$ cat config.mk
export PLATFORM = sky130hd
export DESIGN_NAME = vco_adc_ctrl
export DESIGN_NICKNAME = d
export VERILOG_FILES = /design/src/rtl/vco_adc_ctrl_pkg.sv /design/src/rtl/vco_adc_ctrl_cnt.sv /design/src/rtl/vco_adc_ctrl.sv
export SDC_FILE = /design/constraint.sdc
export NUM_CORES = 1
export LEC_CHECK = 0
export ABC_AREA = 1
export BUFFER_PORTS_ARGS = -buffer_cell sky130_fd_sc_hd__buf_4
export CAP_MARGIN = 20
export CELL_PAD_IN_SITES_DETAIL_PLACEMENT = 0
export CELL_PAD_IN_SITES_GLOBAL_PLACEMENT = 1
export CORE_MARGIN = 2
export CORE_UTILIZATION = 45
export CTS_CLUSTER_SIZE = 12
export DETAILED_ROUTE_END_ITERATION = 8
export PLACE_DENSITY_LB_ADDON = 0.1
export SYNTH_ARGS = -nofsm -noshare
export SYNTH_HDL_FRONTEND = slang
export SYNTH_SLANG_ARGS = --single-unit
export TNS_END_PERCENT = 1
$ cat constraint.sdc
create_clock -name clk -period 3.2 [get_ports clk]
set_input_delay 0.32 -clock clk [delete_from_list [all_inputs] [get_ports clk]]
set_output_delay 0.32 -clock clk [all_outputs]
set_load 0.01 [all_outputs]
$ cat src/rtl/vco_adc_ctrl_pkg.sv
`default_nettype none
// ============================================================================
//  Module      : vco_adc_ctrl_pkg
//  Description : Shared types and constants for the VCO-ADC conversion
//                controller (state encoding, default widths).
//  Revision    : 1.0 - initial release
// ============================================================================
package vco_adc_ctrl_pkg;

    // Default width of the window length and of the result count
    localparam int C_CNT_W_DEF = 10;

    // Width of the phase counter timing the VCO reset and settle intervals
    localparam int C_PH_W = 4;

    // Conversion controller states
    typedef enum logic [2:0] {
        ST_IDLE   = 3'd0,
        ST_VRST   = 3'd1,
        ST_SETTLE = 3'd2,
        ST_COUNT  = 3'd3,
        ST_HOLD   = 3'd4
    } state_e;

endpackage : vco_adc_ctrl_pkg
`default_nettype wire

$ cat src/rtl/vco_adc_ctrl_cnt.sv
`default_nettype none
// ============================================================================
//  Module      : vco_adc_cnt
//  Description : Clearable, enabled up-counter. Adds inc on every enabled
//                edge; clear has priority over enable.
//  Revision    : 1.0 - initial release
// ============================================================================
module vco_adc_cnt #(
    parameter int W = 10
) (
    input  logic         clk,
    input  logic         rst,
    input  logic         clear_i,
    input  logic         enable_i,
    input  logic         inc_i,
    output logic [W-1:0] count_o
);

    logic [W-1:0] count_q;

    // Count register: async reset, synchronous clear, conditional increment
    always_ff @(posedge clk or posedge rst) begin
        if (rst) begin
            count_q <= '0;
        end else if (clear_i) begin
            count_q <= '0;
        end else if (enable_i && inc_i) begin
            count_q <= count_q + W'(1);
        end
    end

    assign count_o = count_q;

endmodule : vco_adc_cnt
`default_nettype wire

$ cat src/rtl/vco_adc_ctrl.sv
`default_nettype none
// ============================================================================
//  Module      : vco_adc_ctrl
//  Description : VCO-based ADC conversion controller. Resets the VCO, lets it
//                settle, counts ones of the sampled bitstream over a window
//                and holds the result until the consumer accepts it.
//  Revision    : 1.0 - initial release
// ============================================================================
module vco_adc_ctrl
    import vco_adc_ctrl_pkg::*;
#(
    parameter int CNT_W   = C_CNT_W_DEF,
    parameter int RST_CYC = 2,
    parameter int SETTLE  = 4
) (
    input  logic             clk,
    input  logic             rst,
    input  logic             start,
    input  logic             abort,
    input  logic [CNT_W-1:0] win_len,
    input  logic             d,
    output logic             vco_rst,
    output logic             busy,
    output logic [CNT_W-1:0] result,
    output logic             out_valid,
    input  logic             out_ready
);

    // Terminal phase values for the reset and settle intervals. The settle
    // value is only consulted when the SETTLE state is actually visited.
    localparam logic [C_PH_W-1:0] C_RST_LAST = C_PH_W'(RST_CYC - 1);
    localparam logic [C_PH_W-1:0] C_SET_LAST = C_PH_W'((SETTLE > 0) ? SETTLE - 1 : 0);

    state_e             state_q, state_d;
    logic [C_PH_W-1:0]  phase_q, phase_d;
    logic [CNT_W-1:0]   win_len_q, win_len_d;
    logic               vco_rst_q, busy_q, out_valid_q;

    logic               w_cnt_clr;
    logic               w_cnt_en;
    logic [CNT_W-1:0]   w_ones;
    logic [CNT_W-1:0]   w_samples;
    logic               w_win_empty;
    logic               w_last_sample;

    assign w_win_empty   = (win_len_q == '0);
    assign w_last_sample = ((w_samples + CNT_W'(1)) == win_len_q);

    // Next-state, phase and counter-control decode; abort overrides everything
    always_comb begin
        state_d   = state_q;
        phase_d   = phase_q;
        win_len_d = win_len_q;
        w_cnt_clr = 1'b0;
        w_cnt_en  = 1'b0;

        case (state_q)
            ST_IDLE: begin
                if (start && !abort) begin
                    win_len_d = win_len;
                    w_cnt_clr = 1'b1;
                    phase_d   = '0;
                    state_d   = ST_VRST;
                end
            end
            ST_VRST: begin
                if (phase_q == C_RST_LAST) begin
                    phase_d = '0;
                    if (SETTLE > 0) begin
                        state_d = ST_SETTLE;
                    end else begin
                        state_d = w_win_empty ? ST_HOLD : ST_COUNT;
                    end
                end else begin
                    phase_d = phase_q + C_PH_W'(1);
                end
            end
            ST_SETTLE: begin
                if (phase_q == C_SET_LAST) begin
                    phase_d = '0;
                    state_d = w_win_empty ? ST_HOLD : ST_COUNT;
                end else begin
                    phase_d = phase_q + C_PH_W'(1);
                end
            end
            ST_COUNT: begin
                w_cnt_en = 1'b1;
                if (w_last_sample) begin
                    state_d = ST_HOLD;
                end
            end
            ST_HOLD: begin
                if (out_ready) begin
                    state_d = ST_IDLE;
                end
            end
            default: begin
                state_d = ST_IDLE;
            end
        endcase

        // Abort discards the conversion, even against a simultaneous accept
        if (abort && (state_q != ST_IDLE)) begin
            state_d   = ST_IDLE;
            phase_d   = '0;
            w_cnt_clr = 1'b1;
            w_cnt_en  = 1'b0;
        end
    end

    // State and registered outputs, decoded from the next state so every
    // output changes on the same edge as the state it reflects
    always_ff @(posedge clk or posedge rst) begin
        if (rst) begin
            state_q     <= ST_IDLE;
            phase_q     <= '0;
            win_len_q   <= '0;
            vco_rst_q   <= 1'b0;
            busy_q      <= 1'b0;
            out_valid_q <= 1'b0;
        end else begin
            state_q     <= state_d;
            phase_q     <= phase_d;
            win_len_q   <= win_len_d;
            vco_rst_q   <= (state_d == ST_VRST);
            busy_q      <= (state_d != ST_IDLE);
            out_valid_q <= (state_d == ST_HOLD);
        end
    end

    // Ones counter: accumulates the sampled bitstream during the window
    vco_adc_cnt #(
        .W (CNT_W)
    ) u_ones_cnt (
        .clk      (clk),
        .rst      (rst),
        .clear_i  (w_cnt_clr),
        .enable_i (w_cnt_en),
        .inc_i    (d),
        .count_o  (w_ones)
    );

    // Sample counter: tracks how many window samples have been taken
    vco_adc_cnt #(
        .W (CNT_W)
    ) u_samp_cnt (
        .clk      (clk),
        .rst      (rst),
        .clear_i  (w_cnt_clr),
        .enable_i (w_cnt_en),
        .inc_i    (1'b1),
        .count_o  (w_samples)
    );

    assign vco_rst   = vco_rst_q;
    assign busy      = busy_q;
    assign out_valid = out_valid_q;
    assign result    = w_ones;

endmodule : vco_adc_ctrl
`default_nettype wire

==> results.toml <==
[run_status]
status = "finished clean"

[worst_setup_path]
worstSetupStartpointType = "flip-flop"
critPathTopFamily = "simple AND/OR/NAND/NOR gates"
cp.arrival_ns = 2.17
cp-end-kind = "flip-flop"
worst-r2r-setup-slack_ns = 1.20
crit_type = "reg2reg"
crit_required_ns = 3.37
crit_buf_inv = 0
crit_chain = "ha_1 -> nand2_1 -> o21ai_0 -> nand2_1 -> nand2_1 -> nand3_1 -> nor2_1 -> nand3_1 -> nand2_1 -> nand2_1 -> nand2_1 -> nand3_1"
slowest_stage = "dfrtp_1"
path_common_cell = "nand2_1"
cp_max_fo = 4
critPathMaxStageDelay_ns = 0.44

[sta]
slew_viol_final = 0
fin_crit_sh = 0.6237
finalSetupTns_ns = 0
setup_viol = 0
max-slew-margin-rel = 0.4369
max_freq_ghz = 0.5011
whs_ns = 0.1854
finClkSkew_ns = 0.01509
rsz0062_at_grt = "no"
setup_slack_ns = 1.204
finalHoldViolCount = 0
period_needed_ns = 1.996
worst_slew_pin_slew_ns = 0.8438

[hold_path]
hp-class = "in2async"

[clock_network]
clk_pin_slew_ns = 0.09
clk-insertion-delay-late_ns = 0.30
cts_resized = 0
cts_tree = "yes"
cts_num_sinks = 40
hold_buffers = 0
cts_buffer_depth = 2
cts_setup_buffers = 0
cts_buffers = 5
h-tree-depth = 2
cts_root_buf = "clkbuf_8"

[floorplanning]
rows = 25
dieArea_um2 = 5642
die_h_um = 75.12
start_util = 0.4756
core_um2 = 4786
die_w_um = 75.12
io-pin-count = 29

[placed_design]
post-place-ws_ns = 1.225
port_buffers = 28
gp_congestion = 0.8378
dp_hpwl_mm = 3.759

[cells_and_area]
multi_input_area_um2 = 1054
antenna_cells = 0
layout_commonest_cell = "nand2_1"
fillCellCount = 489
syn_to_final_growth_pct = 17.92
drive_above_1_share = 0.1576
layout_common_cells = "nand2_1, inv_1, dfrtp_1"
finalNetCount = 349
ff_latch_area_um2 = 1001

[logic_synthesis]
ys_types = 30
synth_area_um2 = 2276
ys_ff_latch = 40
synth_area_per_cell_um2 = 7.715
synth-seq-area-share = 0.4398
yosys_warnings = 0
syn-num-nets = 315
synth_cells = 295

[flow_run]
maxCapViolations = 0

[power]
pwr-share-seq = 0.410
leakage_nw = 1.349
p_sw_frac = 0.3717
p_int_mw = 1.078
ir_drop_mv = 0.3575
p_sw_uw = 637.8
comb_power_share = 0.335
p_clk_frac = 0.256
p_per_area_nw_per_um2 = 639.4

[route]
wirelength_mm = 4.730
wl_per_cell_um = 11.91
drt_iter0_markers = 146
first_pass_iters = 4
ant_nets = 0
num_vias = 1949
drc = 0
via_per_inst = 4.909

[global_routing]
grt_first_pass_wirelength_mm = 8.259
antenna_found_initial = 0
grt_util_all_layers = 0.1938
grt_pass1_vias = 1825
grt_overflow = 0
grt_max_degree = 23
registers in the layout (all words and copies together), names as in the netlist:
register / count
win_len_q: 10
state_q: 3
vco_rst: 1
out_valid: 1
busy: 1
u_samp_cnt.count_o: 10
phase_q: 4
u_ones_cnt.count_o: 10
layer usage:
metal | global-route usage | share of wire | wire length [um] | vias to the layer above
met1 | 0.2698 | 0.49 | 2336 | 888
met5 | 0 | 0 | 0 | -
met2 | 0.3041 | 0.46 | 2166 | 29
met4 | 0.05357 | 0.011 | 53 | 0
met3 | 0.04552 | 0.037 | 173 | 6
li1 | - | - | - | 1026
path summary, 6_finish.rpt:
check                                           start               endpoint  depth (start not counted)
worst min register to register  u_ones_cnt.count_o[9]  u_ones_cnt.count_o[9]                          1
worst max-delay path            u_samp_cnt.count_o[0]                   busy                         12
max in group asynchronous                         rst  u_samp_cnt.count_o[3]                          3
worst max register to register  u_samp_cnt.count_o[0]                   busy                         12
min in group clk                           win_len[0]           win_len_q[0]                          3
worst min-delay path                              rst                vco_rst                          2
stage by stage:
step                      power [mW]    util  std cells  cell area (um^2)
after floorplan                1.134       -        295              2276
after global placement         1.296  0.5354        389              2562
after detailed placement       1.296  0.5354        389              2562
after CTS                      1.744  0.5608        397              2684
after global routing           1.863  0.5608        397              2684
final                          1.716  0.5608        397              2684
power by group through the flow:
stage	sequential, mW	clock, mW	combinational, mW
after floorplan	0.695	0	0.439
after global placement	0.713	0	0.583
after detailed placement	0.713	0	0.583
after CTS	0.705	0.455	0.584
after global routing	0.721	0.472	0.671
final	0.703	0.439	0.574
final cells by class:
cell class              count  area share
multi-input cells         198      0.3925
flip-flops and latches     40      0.3730
repair buffers             29     0.08112
inverters                  55     0.07692
well taps                  67     0.03124
clock buffers               6     0.03077
clock inverters             2     0.01445
cells in the mapped netlist (all sizes together):
library cell | instances | area share
buf | 1 | 0.0049
ha | 4 | 0.022
a21oi | 13 | 0.029
nor4 | 2 | 0.0055
nand3b | 1 | 0.0088
nand4 | 5 | 0.014
xor2 | 2 | 0.0077
xnor3 | 1 | 0.0099
dfrtp | 40 | 0.44
clkinv | 1 | 0.0016
nor2 | 21 | 0.053
nand2 | 72 | 0.13
xnor2 | 1 | 0.0038
o32ai | 1 | 0.0038
o22ai | 6 | 0.016
inv | 54 | 0.089
clkbuf | 1 | 0.0016
nor3 | 5 | 0.018
nand3 | 34 | 0.077
o21ai | 30 | 0.066
kinds of logic after synthesis:
family / synth area share
adder cells (fa/ha/maj): 0.02199
flip-flops: 0.4398
buffers and inverters: 0.09730
AND/OR/NAND/NOR: 0.3046
XOR/XNOR: 0.02144
AO/OA/AOI/OAI: 0.1149
Power figures use the tool's default switching activity.
